### src/rtl/mem_port_arbiter_if.sv
// Bundle of the fetch, data and downstream bus signals around the memory port arbiter.
// The master modport is the arbiter's view; slave is the core/bridge side.
interface mem_port_arbiter_if #(
    parameter int ADDR_W = 64,
    parameter int DATA_W = 64
);
    logic                  if_req_i;
    logic [ADDR_W-1:0]     if_addr_i;
    logic [DATA_W-1:0]     if_rdata_o;
    logic                  if_valid_o;

    logic                  mem_req_i;
    logic                  mem_we_i;
    logic [ADDR_W-1:0]     mem_addr_i;
    logic [DATA_W-1:0]     mem_wdata_i;
    logic [DATA_W/8-1:0]   mem_wmask_i;
    logic [DATA_W-1:0]     mem_rdata_o;
    logic                  mem_valid_o;

    logic                  flush_i;

    logic                  bus_req_o;
    logic                  bus_we_o;
    logic [ADDR_W-1:0]     bus_addr_o;
    logic [DATA_W-1:0]     bus_wdata_o;
    logic [DATA_W/8-1:0]   bus_wmask_o;
    logic                  bus_gnt_i;
    logic                  bus_rvalid_i;
    logic [DATA_W-1:0]     bus_rdata_i;

    logic                  if_stall_o;
    logic                  mem_stall_o;
    logic                  busy_o;

    modport master (
        input  if_req_i, if_addr_i,
        output if_rdata_o, if_valid_o,
        input  mem_req_i, mem_we_i, mem_addr_i, mem_wdata_i, mem_wmask_i,
        output mem_rdata_o, mem_valid_o,
        input  flush_i,
        output bus_req_o, bus_we_o, bus_addr_o, bus_wdata_o, bus_wmask_o,
        input  bus_gnt_i, bus_rvalid_i, bus_rdata_i,
        output if_stall_o, mem_stall_o, busy_o
    );

    modport slave (
        output if_req_i, if_addr_i,
        input  if_rdata_o, if_valid_o,
        output mem_req_i, mem_we_i, mem_addr_i, mem_wdata_i, mem_wmask_i,
        input  mem_rdata_o, mem_valid_o,
        output flush_i,
        input  bus_req_o, bus_we_o, bus_addr_o, bus_wdata_o, bus_wmask_o,
        output bus_gnt_i, bus_rvalid_i, bus_rdata_i,
        input  if_stall_o, mem_stall_o, busy_o
    );
endinterface

### src/rtl/mem_port_arbiter.sv
// Two-requester arbiter for a single memory port: data beats fetch, except that a
// pending fetch is forced through after MAX_DATA_STREAK back-to-back data grants.
module mem_port_arbiter #(
    parameter int ADDR_W          = 64,
    parameter int DATA_W          = 64,
    parameter int MAX_DATA_STREAK = 4
) (
    input  logic                clk,
    input  logic                rst,
    mem_port_arbiter_if.master  port
);
    localparam int SW = $clog2(MAX_DATA_STREAK + 1);
    localparam int MW = DATA_W / 8;

    typedef enum logic [1:0] {S_IDLE, S_REQ, S_WAIT, S_RESP} state_t;
    typedef enum logic [1:0] {OWN_NONE, OWN_IF, OWN_MEM} owner_t;

    state_t             r_state,     w_state_next;
    owner_t             r_owner,     w_owner_next;
    logic [SW-1:0]      r_streak,    w_streak_next;
    logic               r_discard,   w_discard_next;
    logic               r_bus_we,    w_bus_we_next;
    logic [ADDR_W-1:0]  r_bus_addr,  w_bus_addr_next;
    logic [DATA_W-1:0]  r_bus_wdata, w_bus_wdata_next;
    logic [MW-1:0]      r_bus_wmask, w_bus_wmask_next;
    logic [DATA_W-1:0]  r_if_rdata,  w_if_rdata_next;
    logic [DATA_W-1:0]  r_mem_rdata, w_mem_rdata_next;
    logic               r_if_valid,  w_if_valid_next;
    logic               r_mem_valid, w_mem_valid_next;

    logic               w_streak_full;
    logic               w_force_if;
    logic               w_sel_mem;
    logic               w_sel_if;

    // A flushed fetch cannot be forced; in that case data keeps the port.
    assign w_streak_full = (r_streak == SW'(MAX_DATA_STREAK));
    assign w_force_if    = port.if_req_i & ~port.flush_i & w_streak_full;
    assign w_sel_mem     = port.mem_req_i & ~w_force_if;
    assign w_sel_if      = ~w_sel_mem & port.if_req_i & ~port.flush_i;

    always_ff @(posedge clk or negedge rst) begin
        if (!rst) begin
            r_state <= S_IDLE;
        end else begin
            r_state <= w_state_next;
        end
    end

    always_comb begin
        w_state_next     = r_state;
        w_owner_next     = r_owner;
        w_streak_next    = r_streak;
        w_discard_next   = r_discard;
        w_bus_we_next    = r_bus_we;
        w_bus_addr_next  = r_bus_addr;
        w_bus_wdata_next = r_bus_wdata;
        w_bus_wmask_next = r_bus_wmask;
        w_if_rdata_next  = r_if_rdata;
        w_mem_rdata_next = r_mem_rdata;
        w_if_valid_next  = 1'b0;
        w_mem_valid_next = 1'b0;

        if ((r_owner == OWN_IF) && (r_state != S_IDLE) && port.flush_i) begin
            w_discard_next = 1'b1;
        end

        case (r_state)
            S_IDLE: begin
                if (w_sel_mem) begin
                    w_state_next     = S_REQ;
                    w_owner_next     = OWN_MEM;
                    w_bus_we_next    = port.mem_we_i;
                    w_bus_addr_next  = port.mem_addr_i;
                    w_bus_wdata_next = port.mem_wdata_i;
                    w_bus_wmask_next = port.mem_wmask_i;
                    if (!port.if_req_i) begin
                        w_streak_next = '0;
                    end else if (!w_streak_full) begin
                        w_streak_next = r_streak + SW'(1);
                    end
                end else if (w_sel_if) begin
                    w_state_next     = S_REQ;
                    w_owner_next     = OWN_IF;
                    w_bus_we_next    = 1'b0;
                    w_bus_addr_next  = port.if_addr_i;
                    w_bus_wdata_next = '0;
                    w_bus_wmask_next = '0;
                    w_streak_next    = '0;
                end
            end
            S_REQ: begin
                if (port.bus_gnt_i) begin
                    w_state_next = S_WAIT;
                end
            end
            S_WAIT: begin
                if (port.bus_rvalid_i) begin
                    w_state_next = S_RESP;
                    if (r_owner == OWN_IF) begin
                        w_if_rdata_next = port.bus_rdata_i;
                        // A flush landing with the response still kills the pulse.
                        w_if_valid_next = ~(r_discard | port.flush_i);
                    end else begin
                        w_mem_rdata_next = port.bus_rdata_i;
                        w_mem_valid_next = 1'b1;
                    end
                end
            end
            S_RESP: begin
                w_state_next   = S_IDLE;
                w_owner_next   = OWN_NONE;
                w_discard_next = 1'b0;
            end
            default: begin
                w_state_next = S_IDLE;
                w_owner_next = OWN_NONE;
            end
        endcase
    end

    always_ff @(posedge clk or negedge rst) begin
        if (!rst) begin
            r_owner     <= OWN_NONE;
            r_streak    <= '0;
            r_discard   <= 1'b0;
            r_bus_we    <= 1'b0;
            r_bus_addr  <= '0;
            r_bus_wdata <= '0;
            r_bus_wmask <= '0;
            r_if_rdata  <= '0;
            r_mem_rdata <= '0;
            r_if_valid  <= 1'b0;
            r_mem_valid <= 1'b0;
        end else begin
            r_owner     <= w_owner_next;
            r_streak    <= w_streak_next;
            r_discard   <= w_discard_next;
            r_bus_we    <= w_bus_we_next;
            r_bus_addr  <= w_bus_addr_next;
            r_bus_wdata <= w_bus_wdata_next;
            r_bus_wmask <= w_bus_wmask_next;
            r_if_rdata  <= w_if_rdata_next;
            r_mem_rdata <= w_mem_rdata_next;
            r_if_valid  <= w_if_valid_next;
            r_mem_valid <= w_mem_valid_next;
        end
    end

    assign port.bus_req_o   = (r_state == S_REQ);
    assign port.bus_we_o    = r_bus_we;
    assign port.bus_addr_o  = r_bus_addr;
    assign port.bus_wdata_o = r_bus_wdata;
    assign port.bus_wmask_o = r_bus_wmask;
    assign port.if_rdata_o  = r_if_rdata;
    assign port.if_valid_o  = r_if_valid;
    assign port.mem_rdata_o = r_mem_rdata;
    assign port.mem_valid_o = r_mem_valid;
    assign port.if_stall_o  = port.if_req_i & ~r_if_valid;
    assign port.mem_stall_o = port.mem_req_i & ~r_mem_valid;
    assign port.busy_o      = (r_state != S_IDLE);
endmodule

### src/flat_wrapper.sv
// flat-port wrapper written by rule: the top's interface ports become plain ports
module mem_port_arbiter_flat 
#(
    parameter int ADDR_W          = 64,
    parameter int DATA_W          = 64,
    parameter int MAX_DATA_STREAK = 4
)
  (clk, rst, port_if_req_i, port_if_addr_i, port_if_rdata_o, port_if_valid_o, port_mem_req_i, port_mem_we_i, port_mem_addr_i, port_mem_wdata_i, port_mem_wmask_i, port_mem_rdata_o, port_mem_valid_o, port_flush_i, port_bus_req_o, port_bus_we_o, port_bus_addr_o, port_bus_wdata_o, port_bus_wmask_o, port_bus_gnt_i, port_bus_rvalid_i, port_bus_rdata_i, port_if_stall_o, port_mem_stall_o, port_busy_o);
  mem_port_arbiter_if #(.ADDR_W(ADDR_W), .DATA_W(DATA_W)) port_i ();
  input  logic clk;
  input  logic rst;
  input wire logic [$bits(port_i.if_req_i)-1:0] port_if_req_i;
  input wire logic [$bits(port_i.if_addr_i)-1:0] port_if_addr_i;
  output wire logic [$bits(port_i.if_rdata_o)-1:0] port_if_rdata_o;
  output wire logic [$bits(port_i.if_valid_o)-1:0] port_if_valid_o;
  input wire logic [$bits(port_i.mem_req_i)-1:0] port_mem_req_i;
  input wire logic [$bits(port_i.mem_we_i)-1:0] port_mem_we_i;
  input wire logic [$bits(port_i.mem_addr_i)-1:0] port_mem_addr_i;
  input wire logic [$bits(port_i.mem_wdata_i)-1:0] port_mem_wdata_i;
  input wire logic [$bits(port_i.mem_wmask_i)-1:0] port_mem_wmask_i;
  output wire logic [$bits(port_i.mem_rdata_o)-1:0] port_mem_rdata_o;
  output wire logic [$bits(port_i.mem_valid_o)-1:0] port_mem_valid_o;
  input wire logic [$bits(port_i.flush_i)-1:0] port_flush_i;
  output wire logic [$bits(port_i.bus_req_o)-1:0] port_bus_req_o;
  output wire logic [$bits(port_i.bus_we_o)-1:0] port_bus_we_o;
  output wire logic [$bits(port_i.bus_addr_o)-1:0] port_bus_addr_o;
  output wire logic [$bits(port_i.bus_wdata_o)-1:0] port_bus_wdata_o;
  output wire logic [$bits(port_i.bus_wmask_o)-1:0] port_bus_wmask_o;
  input wire logic [$bits(port_i.bus_gnt_i)-1:0] port_bus_gnt_i;
  input wire logic [$bits(port_i.bus_rvalid_i)-1:0] port_bus_rvalid_i;
  input wire logic [$bits(port_i.bus_rdata_i)-1:0] port_bus_rdata_i;
  output wire logic [$bits(port_i.if_stall_o)-1:0] port_if_stall_o;
  output wire logic [$bits(port_i.mem_stall_o)-1:0] port_mem_stall_o;
  output wire logic [$bits(port_i.busy_o)-1:0] port_busy_o;
  assign port_i.if_req_i = port_if_req_i;
  assign port_i.if_addr_i = port_if_addr_i;
  assign port_if_rdata_o = port_i.if_rdata_o;
  assign port_if_valid_o = port_i.if_valid_o;
  assign port_i.mem_req_i = port_mem_req_i;
  assign port_i.mem_we_i = port_mem_we_i;
  assign port_i.mem_addr_i = port_mem_addr_i;
  assign port_i.mem_wdata_i = port_mem_wdata_i;
  assign port_i.mem_wmask_i = port_mem_wmask_i;
  assign port_mem_rdata_o = port_i.mem_rdata_o;
  assign port_mem_valid_o = port_i.mem_valid_o;
  assign port_i.flush_i = port_flush_i;
  assign port_bus_req_o = port_i.bus_req_o;
  assign port_bus_we_o = port_i.bus_we_o;
  assign port_bus_addr_o = port_i.bus_addr_o;
  assign port_bus_wdata_o = port_i.bus_wdata_o;
  assign port_bus_wmask_o = port_i.bus_wmask_o;
  assign port_i.bus_gnt_i = port_bus_gnt_i;
  assign port_i.bus_rvalid_i = port_bus_rvalid_i;
  assign port_i.bus_rdata_i = port_bus_rdata_i;
  assign port_if_stall_o = port_i.if_stall_o;
  assign port_mem_stall_o = port_i.mem_stall_o;
  assign port_busy_o = port_i.busy_o;
  mem_port_arbiter #(.ADDR_W(ADDR_W), .DATA_W(DATA_W), .MAX_DATA_STREAK(MAX_DATA_STREAK)) u_core (.clk(clk), .rst(rst), .port(port_i));
endmodule
### config.mk
export PLATFORM = sky130hd
export DESIGN_NAME = mem_port_arbiter_flat
export DESIGN_NICKNAME = d
export VERILOG_FILES = /design/src/rtl/mem_port_arbiter_if.sv /design/src/rtl/mem_port_arbiter.sv /design/src/flat_wrapper.sv
export SDC_FILE = /design/constraint.sdc
export NUM_CORES = 1
export LEC_CHECK = 0
export ABC_AREA = 1
export CORE_AREA = 2 2 214 216
export CTS_CLUSTER_DIAMETER = 120
export DETAILED_ROUTE_END_ITERATION = 12
export DIE_AREA = 0 0 216 218
export HOLD_SLACK_MARGIN = 0.1
export RECOVER_POWER = 100
export SETUP_SLACK_MARGIN = 0.1
export SKIP_LAST_GASP = 1
export SLEW_MARGIN = 20
export SYNTH_ARGS = -nofsm -noshare
export SYNTH_HDL_FRONTEND = slang
export SYNTH_SLANG_ARGS = --single-unit
### constraint.sdc
create_clock -name clk -period 5.04 [get_ports clk]
set_clock_uncertainty 0.15 [all_clocks]
set_input_delay 1.512 -clock clk [delete_from_list [all_inputs] [get_ports clk]]
set_output_delay 1.512 -clock clk [all_outputs]
set_load 0.005 [all_outputs]
======== Yosys cells after proc, flatten, opt, wreduce, memory -nomap -nowiden ========
Cells that the tools add are included.
cells by class
  add/sub/neg operators ................... 1
  multipliers ............................. 0
  divide/modulo/power cells ............... 0
  order comparisons ....................... 0
  equality and inequality tests ........... 9
  shift operators ......................... 0
  mux-type cells .......................... 27
  bitwise operators ....................... 15
  reduce and logical (&&, ||, !) cells .... 13
operator list
  kind                   count
  $mux W64               4
  $mux W8                2
  $mux W3                4
  $reduce_and A3 Y1      4
  $mux W1                10
  $mux W2                5
  $pmux W2 S4            1
  $reduce_bool A2 Y1     4
  $and A1 B1 Y1          7
  $not A1 Y1             7
  $eq A2 B1 Y1 const B   2
  $eq A2 B2 Y1 const B   2
  $pmux W2 S2            1
  $reduce_and A2 Y1      2
  $add A3 B1 Y3 const B  1
  $eq A3 B3 Y1 const B   1
  $ne A3 B1 Y1 const B   1
  $ne A3 B3 Y1 const B   1
  $logic_and A1 B1 Y1    2
  $logic_not A2 Y1       1
  $ne A2 B1 Y1 const B   1
  $ne A2 B2 Y1 const B   1
  $or A1 B1 Y1           1
word-level totals
  register bits ........................... 275
  bits in latches ......................... 0
  bits in writable memories ............... 0
  ROM bits ................................ 0
  output and inout bits ................... 271
  logic and storage cells ................. 77
  memories ................................ 0

======== Depth between registers and ports, before layout ========
  depth in word-level cells ............... 11
  depth in mapped cells ................... 9

======== Least setup slack after synthesis ========
OpenSTA, ideal clock, no wires.
  path type ............................... in2out
  from .................................... input port port_mem_req_i
  to ...................................... output port port_mem_stall_o
  data arrival time ....................... 1.793 ns
  path slack .............................. 1.585 ns
  stages on the path ...................... 3
  path buffers ............................ 1
  cell sequence ........................... buf_4 > inv_1 > nor2_1
on the way
  cells in the longest elaborated chain, start to end .. 1
ends and longest elaborated chain
  element          RTL line                 text
  start, declared  flat_wrapper.sv:16       input wire logic [$bits(port_i.mem_req_i)-1:0] port_mem_req_i;
  $and A1 B1 Y1    mem_port_arbiter.sv:160  assign port.mem_stall_o = port.mem_req_i & ~r_mem_valid;
  end, declared    flat_wrapper.sv:33       output wire logic [$bits(port_i.mem_stall_o)-1:0] port_mem_stall_o;
No other way between the ends.

======== Final worst setup path ========
  from .................................... input port port_if_req_i
  to ...................................... output port port_if_stall_o
on the way
  cells in the longest elaborated chain, start to end .. 1
ends and longest elaborated chain
  element          RTL line                 text
  start, declared  flat_wrapper.sv:12       input wire logic [$bits(port_i.if_req_i)-1:0] port_if_req_i;
  $and A1 B1 Y1    mem_port_arbiter.sv:159  assign port.if_stall_o = port.if_req_i & ~r_if_valid;
  end, declared    flat_wrapper.sv:32       output wire logic [$bits(port_i.if_stall_o)-1:0] port_if_stall_o;
No other way between the ends.

==> impl_metrics.tcl <==
set metrics [dict create \
    firstDrtPassIters 4 \
    synth_area_leader_cell "dfrtp_1" \
    antenna_left 0 \
    ios 543 \
    syn_area_um2 11670 \
    hold_violations 0 \
    grt_max_degree 130 \
    synth_ff_type "dfrtp_1" \
    cts_repair_resize_count 0 \
    final_core_util_pct 41.67 \
    top_layer "met5" \
    cts-root-buf "clkbuf_16" \
    io_buffers 542 \
    worst_setup_path_start_kind "input pin" \
    syn_avg_cell_area_um2 8.263 \
    synth_edf_count 0 \
    drc 0 \
    hp-class "reg -> reg" \
    clock-sinks 275 \
    crit_type "in -> out" \
    synth_seq_area_share_pct 58.94 \
    setup_tns_ns 0 \
    synthAdderAreaFrac_pct 0.6430 \
    required_ns 3.38 \
    num_vias 10853 \
    fmax_mhz 229.1 \
    synth_xor_xnor_area_share_pct 0 \
    grt_pass1_vias 10881 \
    cts.htree.levels 1 \
    drive_gt1_share_pct 3.588 \
    hold_buffers 0 \
    slew_violations 451 \
    cts_made_buffers 30 \
    hold-worst-slack_ns 0.3190 \
    postSynthCellCount 1413 \
    wl_met3_um 3846 \
    rsz0062_at_grt "false" \
    place_congestion 0.8955 \
    fp.coreArea_um2 44890 \
    antenna_found_initial 2 \
    area.growth.synth_to_final_pct 60.24 \
    synth_top_family_by_area "simple AND/OR/NAND/NOR gates" \
    setup_viol 0 \
    cts.reportedPaths.clkPinSlew_ns 0.06 \
    synth-seq-cells 275 \
    vdd_drop_max_mv 0.2797 \
    maxSlewHeadroom_pct -117.0 \
    synth.area.mux_share_pct 0 \
    dp_hpwl_um 28090 \
    post_cts_buffers 0 \
    finalCritPeriodShare_pct 86.62 \
    wirelength_um 39560 \
    die_y_um 218 \
    synth_cell_type_count 22 \
    wl_met2_um 18590 \
    clockBufferDepth 3 \
    violations "max-capacitance violations, max-slew violations" \
    tightestPinTransition_ns 3.255 \
    yosys_warnings 0 \
    status "finished, violations left" \
    path_max_fanout 2 \
    synthSimpleGateAreaFrac_pct 24.39 \
    grt_overflow 0 \
    clkLatencyLatePin_ns 0.56 \
    drt-initial-drc-count 584 \
    placed_cells 2495 \
    crit_arrival_ns 2.70 \
    finalCriticalPeriod_ns 4.366 \
    synth_top_area_share_pct 58.94 \
    path_cells "clkdlybuf4s50_1, inv_1, nor2_1, dlygate4sd3_1" \
    async_flop_share_pct 100.0 \
    die_area_um2 47090 \
    grt_usage_pct 16.27 \
    synth_compound_area_share_pct 5.916 \
    yosys-top-cells-area "dfrtp_1 59%, nand2_1 18%, inv_1 6.7%" \
    cts_tree "built" \
    start_util_pct 26.01 \
    cpMaxStageDelayCell "dlygate4sd3_1" \
    wl_met1_um 16300 \
    total_leakage_power_nw 9.718 \
    max_cap_viol_count 5 \
    end_kind "output pin" \
    fin_nets 2205 \
    slowest_delay_ns 0.57 \
    via_per_inst 4.253 \
    totalPowerFinal_w 0.009866 \
    synth_most_common_cell "nand2_1" \
    syn_nets 1691 \
    grt_pass1_wl_um 61280 \
    die_x_um 216 \
    rows 78 \
    ys_top_cells_by_count "558 x nand2_1, 275 x dfrtp_1, 209 x inv_1" \
    p_per_area_nw_per_um2 527.4 \
    wl_per_cell_um 15.50 \
    final_cells 2552 \
]
==> kinds of logic (layout without fill, tap and decap cells) <==
group,after synthesis,count (layout)
AND/OR/NAND/NOR,706,706
buffers and inverters,289,827
other,0,1
adder cells (fa/ha/maj),6,6
AO/OA/AOI/OAI,137,137
flip-flops,275,275
==> cell type report <==
class / instances / area (um^2)
clock inverters: 12 / 200.2
repair buffers: 561 / 5592
clock buffers: 44 / 863.3
multi-input cells: 849 / 3627
inverters: 210 / 790.8
fillers: 4491 / 26190
diodes: 1 / 2.502
flip-flops and latches: 275 / 6882
well taps: 600 / 750.7
==> layout by cell type (no fill, tap or decap), drive strengths merged, types with 2 or more instances in the layout <==
master	count
ha	6
inv	210
buf	11
or2	2
dlygate4sd3	273
o21ai	135
nand3	133
nor2	8
clkbuf	54
bufinv	5
nand4	2
clkinv	7
clkdlybuf4s50	267
nand2	559
dfrtp	275
==> report_power, final <==
part	switching, W	leakage [nW]	internal (W)
clock network	0.000912	0.524	0.00144
logic	0.00180	5.74	0.00201
registers	0.000504	3.46	0.00321
==> worst max-delay path: cells and delay by family <==
| family | cells | cell delay, ns |
|---|---|---|
| buffers and inverters | 3 | 1.12 |
| and+or+nand+nor | 1 | 0.07 |
==> stage by stage <==
step	instance area [um^2]	setup WS, ns
final	18710	0.6742
after global routing	18710	0.3648
after CTS	18780	0.7323
after detailed placement	17710	0.7410
after global placement	17710	0.7206
after floorplan	11670	1.585
==> sequential cells by signal, indices dropped and copies added, names as in the netlist, 2 cells and up <==
signal                   cells
u_core.port.if_rdata_o      64
u_core.r_state               2
u_core.port.bus_wmask_o      8
u_core.port.bus_addr_o      64
u_core.port.bus_wdata_o     64
u_core.port.mem_rdata_o     64
u_core.r_streak              3
u_core.r_owner               2
==> per-layer routing <==
metal	GRT usage, %	vias up
met2	27.11	393
met4	4.155	4
met1	20.07	5075
li1	-	5332
met3	5.774	49
met5	0	-
==> worst paths after layout <==
check / to / slack (ns) / depth (start not counted) / startpoint
worst max-delay path: port_if_stall_o / 0.67 / 4 / port_if_req_i
worst min register to register: u_core.port.bus_wdata_o[50] / 0.32 / 2 / u_core.port.bus_wdata_o[50]
worst min-delay path: u_core.port.bus_wdata_o[50] / 0.32 / 2 / u_core.port.bus_wdata_o[50]
max in group asynchronous: u_core.port.bus_addr_o[30] / 1.00 / 1 / rst
min in group asynchronous: u_core.port.mem_rdata_o[40] / 1.86 / 1 / rst
worst max register to register: u_core.port.mem_rdata_o[27] / 1.71 / 7 / u_core.r_state[0]
Note: power is estimated with default switching activity, not from simulation.
